<file path="config.mk">
export PLATFORM = sky130hd
export DESIGN_NAME = parking_exit_controller_flat
export DESIGN_NICKNAME = d
export VERILOG_FILES = /design/src/rtl/parking_exit_if.sv /design/src/rtl/parking_exit_controller.sv /design/src/flat_wrapper.sv
export SDC_FILE = /design/constraint.sdc
export NUM_CORES = 1
export LEC_CHECK = 0
export BUFFER_PORTS_ARGS = -buffer_cell sky130_fd_sc_hd__buf_4
export CAP_MARGIN = 20
export CORE_MARGIN = 8
export CORE_UTILIZATION = 61
export CTS_BUF_LIST = sky130_fd_sc_hd__clkbuf_4 sky130_fd_sc_hd__clkbuf_8
export DETAILED_ROUTE_END_ITERATION = 10
export PLACE_DENSITY = 0.87
export SLEW_MARGIN = 0
export SYNTH_ARGS = -nofsm -noshare
export SYNTH_HDL_FRONTEND = slang
export SYNTH_SLANG_ARGS = --single-unit
</file>
<file path="constraint.sdc">
create_clock -name clk -period 4.9 [get_ports clk]
set_input_delay 0.98 -clock clk [delete_from_list [all_inputs] [get_ports clk]]
set_output_delay 0.98 -clock clk [all_outputs]
set_load 0.1 [all_outputs]
</file>
<file path="src/rtl/parking_exit_if.sv">
// Exit-side handshake bundle between the exit sensor/capacity owner and the exit controller.
interface parking_exit_if;
    logic        exit;
    logic [2:0]  slot_id;
    logic [7:0]  parking_capacity;
    logic        release_valid;
    logic [7:0]  release_mask;
    logic        exit_ack;
    logic        exit_error;
    logic        gate_open;
    logic        busy;
    logic [15:0] exit_count;

    modport master (
        output exit, slot_id, parking_capacity,
        input  release_valid, release_mask, exit_ack, exit_error, gate_open, busy, exit_count
    );

    modport slave (
        input  exit, slot_id, parking_capacity,
        output release_valid, release_mask, exit_ack, exit_error, gate_open, busy, exit_count
    );
endinterface

</file>
<file path="src/rtl/parking_exit_controller.sv">
// Exit-side slot release: validates an exit against the free-slot bitmap, strobes a
// one-hot release, times the exit gate and keeps a saturating count of completed exits.
module parking_exit_controller #(
    parameter int unsigned GATE_CYCLES = 16
) (
    input  logic           clk,
    input  logic           reset_n,
    parking_exit_if.slave  bus
);
    localparam int unsigned SLOT_W = 3;
    localparam int unsigned CAP_W  = 8;
    localparam int unsigned CNT_W  = 16;
    localparam int unsigned TMR_W  = 8;

    typedef enum logic [2:0] {
        IDLE,
        CHECK,
        RELEASE,
        ERROR,
        OPEN,
        WAIT_CLEAR
    } state_e;

    state_e             state_q;
    logic               exit_q;
    logic [SLOT_W-1:0]  slot_q;
    logic [TMR_W-1:0]   timer_q;
    logic [CNT_W-1:0]   count_q;
    logic [CNT_W-1:0]   count_d;
    logic               release_valid_q;
    logic [CAP_W-1:0]   release_mask_q;
    logic               exit_ack_q;
    logic               exit_error_q;
    logic               gate_open_q;
    logic               busy_q;
    logic               request_c;

    assign request_c = bus.exit & ~exit_q;
    assign count_d   = (count_q == '1) ? count_q : count_q + CNT_W'(1);

    // Outputs are registered alongside the state so every pulse aligns with its state.
    always_ff @(posedge clk) begin
        if (!reset_n) begin
            state_q         <= IDLE;
            exit_q          <= 1'b1;
            slot_q          <= '0;
            timer_q         <= '0;
            count_q         <= '0;
            release_valid_q <= 1'b0;
            release_mask_q  <= '0;
            exit_ack_q      <= 1'b0;
            exit_error_q    <= 1'b0;
            gate_open_q     <= 1'b0;
            busy_q          <= 1'b0;
        end else begin
            exit_q          <= bus.exit;
            release_valid_q <= 1'b0;
            release_mask_q  <= '0;
            exit_ack_q      <= 1'b0;
            exit_error_q    <= 1'b0;
            case (state_q)
                IDLE: begin
                    if (request_c) begin
                        slot_q  <= bus.slot_id;
                        state_q <= CHECK;
                        busy_q  <= 1'b1;
                    end
                end
                CHECK: begin
                    if (bus.parking_capacity[slot_q]) begin
                        state_q      <= ERROR;
                        exit_error_q <= 1'b1;
                    end else begin
                        state_q         <= RELEASE;
                        release_valid_q <= 1'b1;
                        exit_ack_q      <= 1'b1;
                        release_mask_q  <= CAP_W'(1) << slot_q;
                    end
                end
                RELEASE: begin
                    state_q     <= OPEN;
                    gate_open_q <= 1'b1;
                    timer_q     <= TMR_W'(GATE_CYCLES - 1);
                    count_q     <= count_d;
                end
                ERROR: begin
                    state_q <= IDLE;
                    busy_q  <= 1'b0;
                end
                OPEN: begin
                    if (timer_q == '0) begin
                        state_q     <= WAIT_CLEAR;
                        gate_open_q <= 1'b0;
                    end else begin
                        timer_q <= timer_q - TMR_W'(1);
                    end
                end
                WAIT_CLEAR: begin
                    if (!bus.exit) begin
                        state_q <= IDLE;
                        busy_q  <= 1'b0;
                    end
                end
                default: begin
                    state_q     <= IDLE;
                    gate_open_q <= 1'b0;
                    busy_q      <= 1'b0;
                end
            endcase
        end
    end

    assign bus.release_valid = release_valid_q;
    assign bus.release_mask  = release_mask_q;
    assign bus.exit_ack      = exit_ack_q;
    assign bus.exit_error    = exit_error_q;
    assign bus.gate_open     = gate_open_q;
    assign bus.busy          = busy_q;
    assign bus.exit_count    = count_q;
endmodule

</file>
<file path="src/flat_wrapper.sv">
// flat-port wrapper written by rule: the top's interface ports become plain ports
module parking_exit_controller_flat 
#(
    parameter int unsigned GATE_CYCLES = 16
)
  (clk, reset_n, bus_exit, bus_slot_id, bus_parking_capacity, bus_release_valid, bus_release_mask, bus_exit_ack, bus_exit_error, bus_gate_open, bus_busy, bus_exit_count);
  parking_exit_if bus_i ();
  input  logic clk;
  input  logic reset_n;
  input wire logic [$bits(bus_i.exit)-1:0] bus_exit;
  input wire logic [$bits(bus_i.slot_id)-1:0] bus_slot_id;
  input wire logic [$bits(bus_i.parking_capacity)-1:0] bus_parking_capacity;
  output wire logic [$bits(bus_i.release_valid)-1:0] bus_release_valid;
  output wire logic [$bits(bus_i.release_mask)-1:0] bus_release_mask;
  output wire logic [$bits(bus_i.exit_ack)-1:0] bus_exit_ack;
  output wire logic [$bits(bus_i.exit_error)-1:0] bus_exit_error;
  output wire logic [$bits(bus_i.gate_open)-1:0] bus_gate_open;
  output wire logic [$bits(bus_i.busy)-1:0] bus_busy;
  output wire logic [$bits(bus_i.exit_count)-1:0] bus_exit_count;
  assign bus_i.exit = bus_exit;
  assign bus_i.slot_id = bus_slot_id;
  assign bus_i.parking_capacity = bus_parking_capacity;
  assign bus_release_valid = bus_i.release_valid;
  assign bus_release_mask = bus_i.release_mask;
  assign bus_exit_ack = bus_i.exit_ack;
  assign bus_exit_error = bus_i.exit_error;
  assign bus_gate_open = bus_i.gate_open;
  assign bus_busy = bus_i.busy;
  assign bus_exit_count = bus_i.exit_count;
  parking_exit_controller #(.GATE_CYCLES(GATE_CYCLES)) u_core (.clk(clk), .reset_n(reset_n), .bus(bus_i));
endmodule
</file>
==> results of run 1 <==
==> worst paths after layout <==
kind	start	to	slack [ns]	depth (start not counted)
setup / recovery	u_core.state_q[1]	u_core.bus.exit_count[11]	2.65	4
hold / removal	u_core.bus.gate_open	u_core.bus.gate_open	0.52	2
setup reg to reg	u_core.state_q[1]	u_core.bus.exit_count[11]	2.65	4
hold reg to reg	u_core.bus.gate_open	u_core.bus.gate_open	0.52	2
==> report_power, final <==
| part | internal, mW | switching, mW |
|---|---|---|
| registers | 0.358 | 0.0129 |
| clock network | 0.121 | 0.117 |
| logic | 0.0334 | 0.0589 |
| total | 0.512 | 0.189 |
==> state kept, by name, indices dropped and copies added (netlist names) <==
name,flops
u_core.bus.exit_count,16
u_core.bus.release_valid,1
u_core.exit_q,1
u_core.bus.busy,1
u_core.timer_q,8
u_core.slot_q,3
u_core.state_q,3
u_core.bus.release_mask,8
u_core.bus.exit_error,1
u_core.bus.gate_open,1
==> worst max-delay path: cells and delay by family, from the launching register on <==
family | cells | cell delay [ns]
AO/OA/AOI/OAI | 1 | 0.13
flip-flops | 1 | 0.51
AND/OR/NAND/NOR | 3 | 1.52
==> layout by cell type, fill, tap and decap left out, types with 2 or more instances in the layout <==
| cell | n |
|---|---|
| mux4_2 | 2 |
| clkbuf_4 | 5 |
| dfxtp_1 | 43 |
| a211oi_1 | 5 |
| mux2i_1 | 13 |
| buf_4 | 42 |
| a21oi_1 | 12 |
| nor3b_2 | 3 |
| inv_1 | 9 |
| nand2_1 | 24 |
| ha_1 | 3 |
| o31ai_1 | 2 |
| nor4_1 | 3 |
| nand4_1 | 5 |
| or3_1 | 5 |
| o21ai_0 | 9 |
| nor4_2 | 2 |
| a311oi_1 | 2 |
| or4_1 | 4 |
| and3_1 | 7 |
| a21o_1 | 2 |
| nor3_1 | 10 |
| nand2b_1 | 7 |
| nor2_1 | 21 |
| nand3_1 | 8 |
==> layer usage <==
layer,up-vias,global-route usage [%],part of all wire (%)
li1,928,-,-
met1,886,21.9,45
met2,40,30.0,48
met3,6,5.06,5.3
met4,0,5.12,1.2
met5,-,0,0
==> cells by family after synthesis <==
kind of cell / count (synthesis) / share of synthesized area [%]
flip-flops: 43 / 40.2
multiplexers: 15 / 8.19
adder cells (fa/ha/maj): 3 / 1.75
AND/OR/NAND/NOR: 110 / 30.1
XOR/XNOR: 2 / 0.819
buffers and inverters: 20 / 4.74
AO/OA/AOI/OAI: 41 / 14.2
==> per-stage QoR <==
step | utilization (%) | hold slack, ns | power, mW | cell area (um2)
global placement | 72.8 | 0.489 | 0.467 | 2450
detailed placement | 72.8 | 0.498 | 0.470 | 2450
finish | 75.4 | 0.519 | 0.701 | 2530
CTS | 75.4 | 0.517 | 0.704 | 2530
global route | 75.4 | 0.543 | 0.726 | 2530
floorplan | - | 0.489 | 0.448 | 2140
==> area by class of cell <==
| cell class | count | area (um2) | share of cell area (%) |
|---|---|---|---|
| repair buffers | 42 | 315 | 12.4 |
| multi-input cells | 171 | 1180 | 46.4 |
| inverters | 10 | 37.5 | 1.48 |
| clock inverters | 2 | 35.0 | 1.38 |
| well taps | 46 | 57.6 | 2.27 |
| flip-flops and latches | 43 | 861 | 34.0 |
| clock buffers | 6 | 51.3 | 2.02 |
==> impl_metrics.tcl, run 1 <==
set metrics [dict create \
    die_area_mm2 0.00566 \
    cp_slowest_cell "nor3b_2" \
    cts-resized-gates 0 \
    antenna_found_initial 0 \
    synth_edf_count 0 \
    synth_seq_cells 43 \
    port_buffers 42 \
    max-slew-margin-rel_pct 49.3 \
    ant_nets 0 \
    drt_iter0_drc 82 \
    drv_slew 0 \
    drt_pass1_iterations 4 \
    cp-start-kind "flip-flop" \
    wl_per_cell_um 14.8 \
    cp_cell_sequence "nor3b_2, nand3_1, or4_1, o211a_1" \
    setup-violations-final 0 \
    start_util_pct 63.6 \
    fillers 266 \
    netlist_instances 234 \
    synth_top_area_share_pct 40.2 \
    fin_skew_ns 0.00880 \
    synthTopCellsByCount "dfxtp_1, nand2_1, nor2_1" \
    finalWorstSetupSlack_ns 2.65 \
    tightest_slew_ns 0.757 \
    diodes 0 \
    finalSetupTns_ns 0 \
    vdd_drop_max_mv 0.183 \
    p_leak_nw 1.00 \
    drt_wl_total_um 4730 \
    postCtsSetupBuffers 0 \
    cts_max_level 2 \
    track_usage_pct 18.0 \
    finalCriticalPeriod_ns 2.25 \
    drive_gt1_share_pct 23.7 \
    synthArstFlopShare_pct 0 \
    drc_errors 0 \
    cts_tree "done" \
    vias 1860 \
    seq_area_frac_synth_pct 40.2 \
    yosys_warnings 0 \
    yosysUniqueCellTypes 49 \
    fin_crit_sh_pct 46.0 \
    cts_num_sinks 43 \
    required_ns 5.17 \
    rows 21 \
    fp.dieW_um 75.2 \
    endpoint_kind "flip-flop" \
    grt_max_degree 24 \
    clockBufferDepth 2 \
    cp_max_fo 11 \
    dp_cells 312 \
    area_growth_pct 18.5 \
    status "completed" \
    synth_nets 251 \
    layout.nets 290 \
    cp.arrival_ns 2.52 \
    grt-ovfl-total 0 \
    cts_hold_buf 0 \
    routed_via_density 5.81 \
    gp_congestion 0.872 \
    fmax_mhz 444 \
    fin_cells 320 \
    cts_buffers 5 \
    synthFlopType "dfxtp_1" \
    slowest_delay_ns 0.69 \
    grt_pass1_wl_um 8070 \
    crit_type "reg2reg" \
    synth_top_cell_by_area "dfxtp_1" \
    post-place-ws_ns 2.67 \
    powerDensity_mw_per_mm2 276 \
    synthTopCellsByArea "dfxtp_1, mux2i_1, nand2_1, nor2_1, a21oi_1" \
    syn_area_per_cell_um2 9.14 \
    hp-class "reg2reg" \
    cts.clk_slew.worst_paths_ns 0.13 \
    die_y_um 75.2 \
    rsz0062_at_grt "no" \
    dpl.hpwl_um 3560 \
    grt_pass1_vias 1763 \
    syn_area_mm2 0.00214 \
    pin_count 43 \
    clockRootBuffer "clkbuf_4" \
    core_mm2 0.00336 \
    cap_violations 0 \
    clkLatencyLatePin_ns 0.35 \
    yosysMostFrequentCell "dfxtp_1" \
    hold_viol 0 \
]
No activity file was read; power rests on OpenSTA's default activity.
==> run 2: changes to the inputs <==
--- a/config.mk
+++ b/config.mk
@@ -8,10 +8,10 @@
 export BUFFER_PORTS_ARGS = -buffer_cell sky130_fd_sc_hd__buf_4
 export CAP_MARGIN = 20
 export CORE_MARGIN = 8
-export CORE_UTILIZATION = 61
+export CORE_UTILIZATION = 57
 export CTS_BUF_LIST = sky130_fd_sc_hd__clkbuf_4 sky130_fd_sc_hd__clkbuf_8
 export DETAILED_ROUTE_END_ITERATION = 10
-export PLACE_DENSITY = 0.87
+export PLACE_DENSITY = 0.82
 export SLEW_MARGIN = 0
 export SYNTH_ARGS = -nofsm -noshare
 export SYNTH_HDL_FRONTEND = slang
==> constraint.sdc (replaced) <==
create_clock -name clk -period 2.3 [get_ports clk]
set_input_delay 0.46 -clock clk [delete_from_list [all_inputs] [get_ports clk]]
set_output_delay 0.46 -clock clk [all_outputs]
set_load 0.1 [all_outputs]
==> impl_metrics.tcl, run 2 (synthesis gave the netlist of run 1 again) <==
set metrics [dict create \
    slowest_delay_ns 0.57 \
    worstReg2RegStart "u_core.bus.exit_count[8]" \
    port_buffers 42 \
    p_leak_nw 1.02 \
    diodes 0 \
    fillers 302 \
    finalSetupTns_ns 0 \
    pin_count 43 \
    drt_iter0_drc 129 \
    postCtsSetupBuffers 0 \
    area_growth_pct 19.7 \
    gp_congestion 0.809 \
    whs_path_depth 3 \
    max-slew-margin-rel_pct 65.8 \
    cp.arrival_ns 2.00 \
    r2r_cells 4 \
    drc_errors 0 \
    vdd_drop_max_mv 0.475 \
    vias 1856 \
    drt_wl_total_um 4790 \
    post-place-ws_ns 0.554 \
    grt_max_degree 24 \
    seqCellArea_um2 861 \
    final_cell_mix "buf_4, dfxtp_1, nand2_1" \
    powerDensity_mw_per_mm2 574 \
    cts_num_sinks 43 \
    cp_cell_sequence "nand4_1, nor4_2, nor2_1, mux2i_1" \
    stdcell_area_mm2 0.00256 \
    drive_gt1_share_pct 24.3 \
    r2r-end "u_core.bus.exit_count[1]" \
    tightest_slew_ns 0.509 \
    cts_hold_buf 0 \
    finalCriticalPeriod_ns 1.81 \
    cts.clk_slew.worst_paths_ns 0.08 \
    cts-resized-gates 0 \
    worst-r2r-setup-slack_ns 0.49 \
    cp_slowest_cell "nor4_2" \
    multi_input_area_mm2 0.00118 \
    clockBufferDepth 2 \
    cts_tree "done" \
    setup-violations-final 0 \
    grt_pass1_vias 1773 \
    ant_nets 0 \
    p_total_mw 1.47 \
    clkLatencyLatePin_ns 0.30 \
    core_mm2 0.00363 \
    cp_max_fo 8 \
    rsz0062_at_grt "no" \
    required_ns 2.49 \
    fin_crit_sh_pct 78.7 \
    hold_viol 0 \
    die_y_um 77.3 \
    final_common_cell "buf_4" \
    track_usage_pct 15.9 \
    cts_max_level 2 \
    cp-start-kind "flip-flop" \
    die_area_mm2 0.00597 \
    grt-ovfl-total 0 \
    fin_skew_ns 0.00292 \
    antenna_found_initial 0 \
    dp_cells 317 \
    rows 22 \
    finalWorstSetupSlack_ns 0.490 \
    drt_pass1_iterations 4 \
    layout.nets 293 \
    crit_type "reg2reg" \
    fp.dieW_um 77.3 \
    cap_violations 0 \
    routed_via_density 5.73 \
    hp-start "bus_exit" \
    largest_reg_flops 16 \
    cts_buffers 5 \
    worstHoldEndpoint "u_core.exit_q" \
    grt_pass1_wl_um 7840 \
    fmax_mhz 553 \
    placed_cell_area_mm2 0.00247 \
    crit_family "simple AND/OR/NAND/NOR gates" \
    fin_cells 324 \
    clockRootBuffer "clkbuf_8" \
    drv_slew 0 \
    start_util_pct 58.9 \
    hp-class "in2reg" \
    endpoint_kind "flip-flop" \
    status "completed" \
    path_buf_inv 0 \
    wl_per_cell_um 14.8 \
    dpl.hpwl_um 3580 \
]
[run 2: changes by cell type in the layout (fill, tap and decap cells not counted), sizes merged]
cell,delta
buf,+3
bufinv,-1
[run 2: layout make-up]
class                   instances  area share, %
clock inverters                 1          0.195
clock buffers                   6           3.22
well taps                      48           2.34
multi-input cells             171           46.0
flip-flops and latches         43           33.6
inverters                      10           1.47
repair buffers                 45           13.2
[run 2: metal layers]
layer	global-route usage [%]	vias up	wire length, um
met5	0	-	0
met2	26.3	47	2300
met3	4.31	8	235
li1	-	938	-
met4	8.30	0	80
met1	18.1	863	2170
[run 2: worst max-delay path by stage]
stage | from | endpoint | slack [ns] | depth (start not counted)
finish | u_core.bus.exit_count[8] | u_core.bus.exit_count[1] | 0.49 | 4
global route | u_core.state_q[1] | u_core.bus.exit_count[14] | 0.36 | 5
CTS | u_core.state_q[1] | u_core.bus.exit_count[14] | 0.55 | 5
detailed placement | reset_n | u_core.bus.release_mask[0] | 0.55 | 5
global placement | u_core.state_q[1] | u_core.bus.exit_count[11] | 0.62 | 4
floorplan | u_core.bus.exit_count[8] | u_core.bus.exit_count[11] | 0.03 | 3
[run 2: worst reg2reg max path: stages (launching register included)]
cell,delay (ns)
dfxtp_1,0.47
nand4_1,0.36
nor4_2,0.57
nor2_1,0.16
mux2i_1,0.15
[run 2: per-stage QoR]
step / utilization [%] / hold WS, ns
after CTS: 70.5 / 0.383
final: 70.5 / 0.392
after global routing: 70.5 / 0.421
after global placement: 68.1 / 0.487
after floorplan: - / 0.489
after detailed placement: 68.1 / 0.503
[run 2: report_power, final]
group / internal (mW) / switching (mW) / leakage [nW] / total (mW)
logic: 0.0739 / 0.126 / 0.622 / 0.200
clock network: 0.235 / 0.247 / 0.0470 / 0.483
registers: 0.761 / 0.0265 / 0.348 / 0.787
total: 1.07 / 0.400 / 1.02 / 1.47
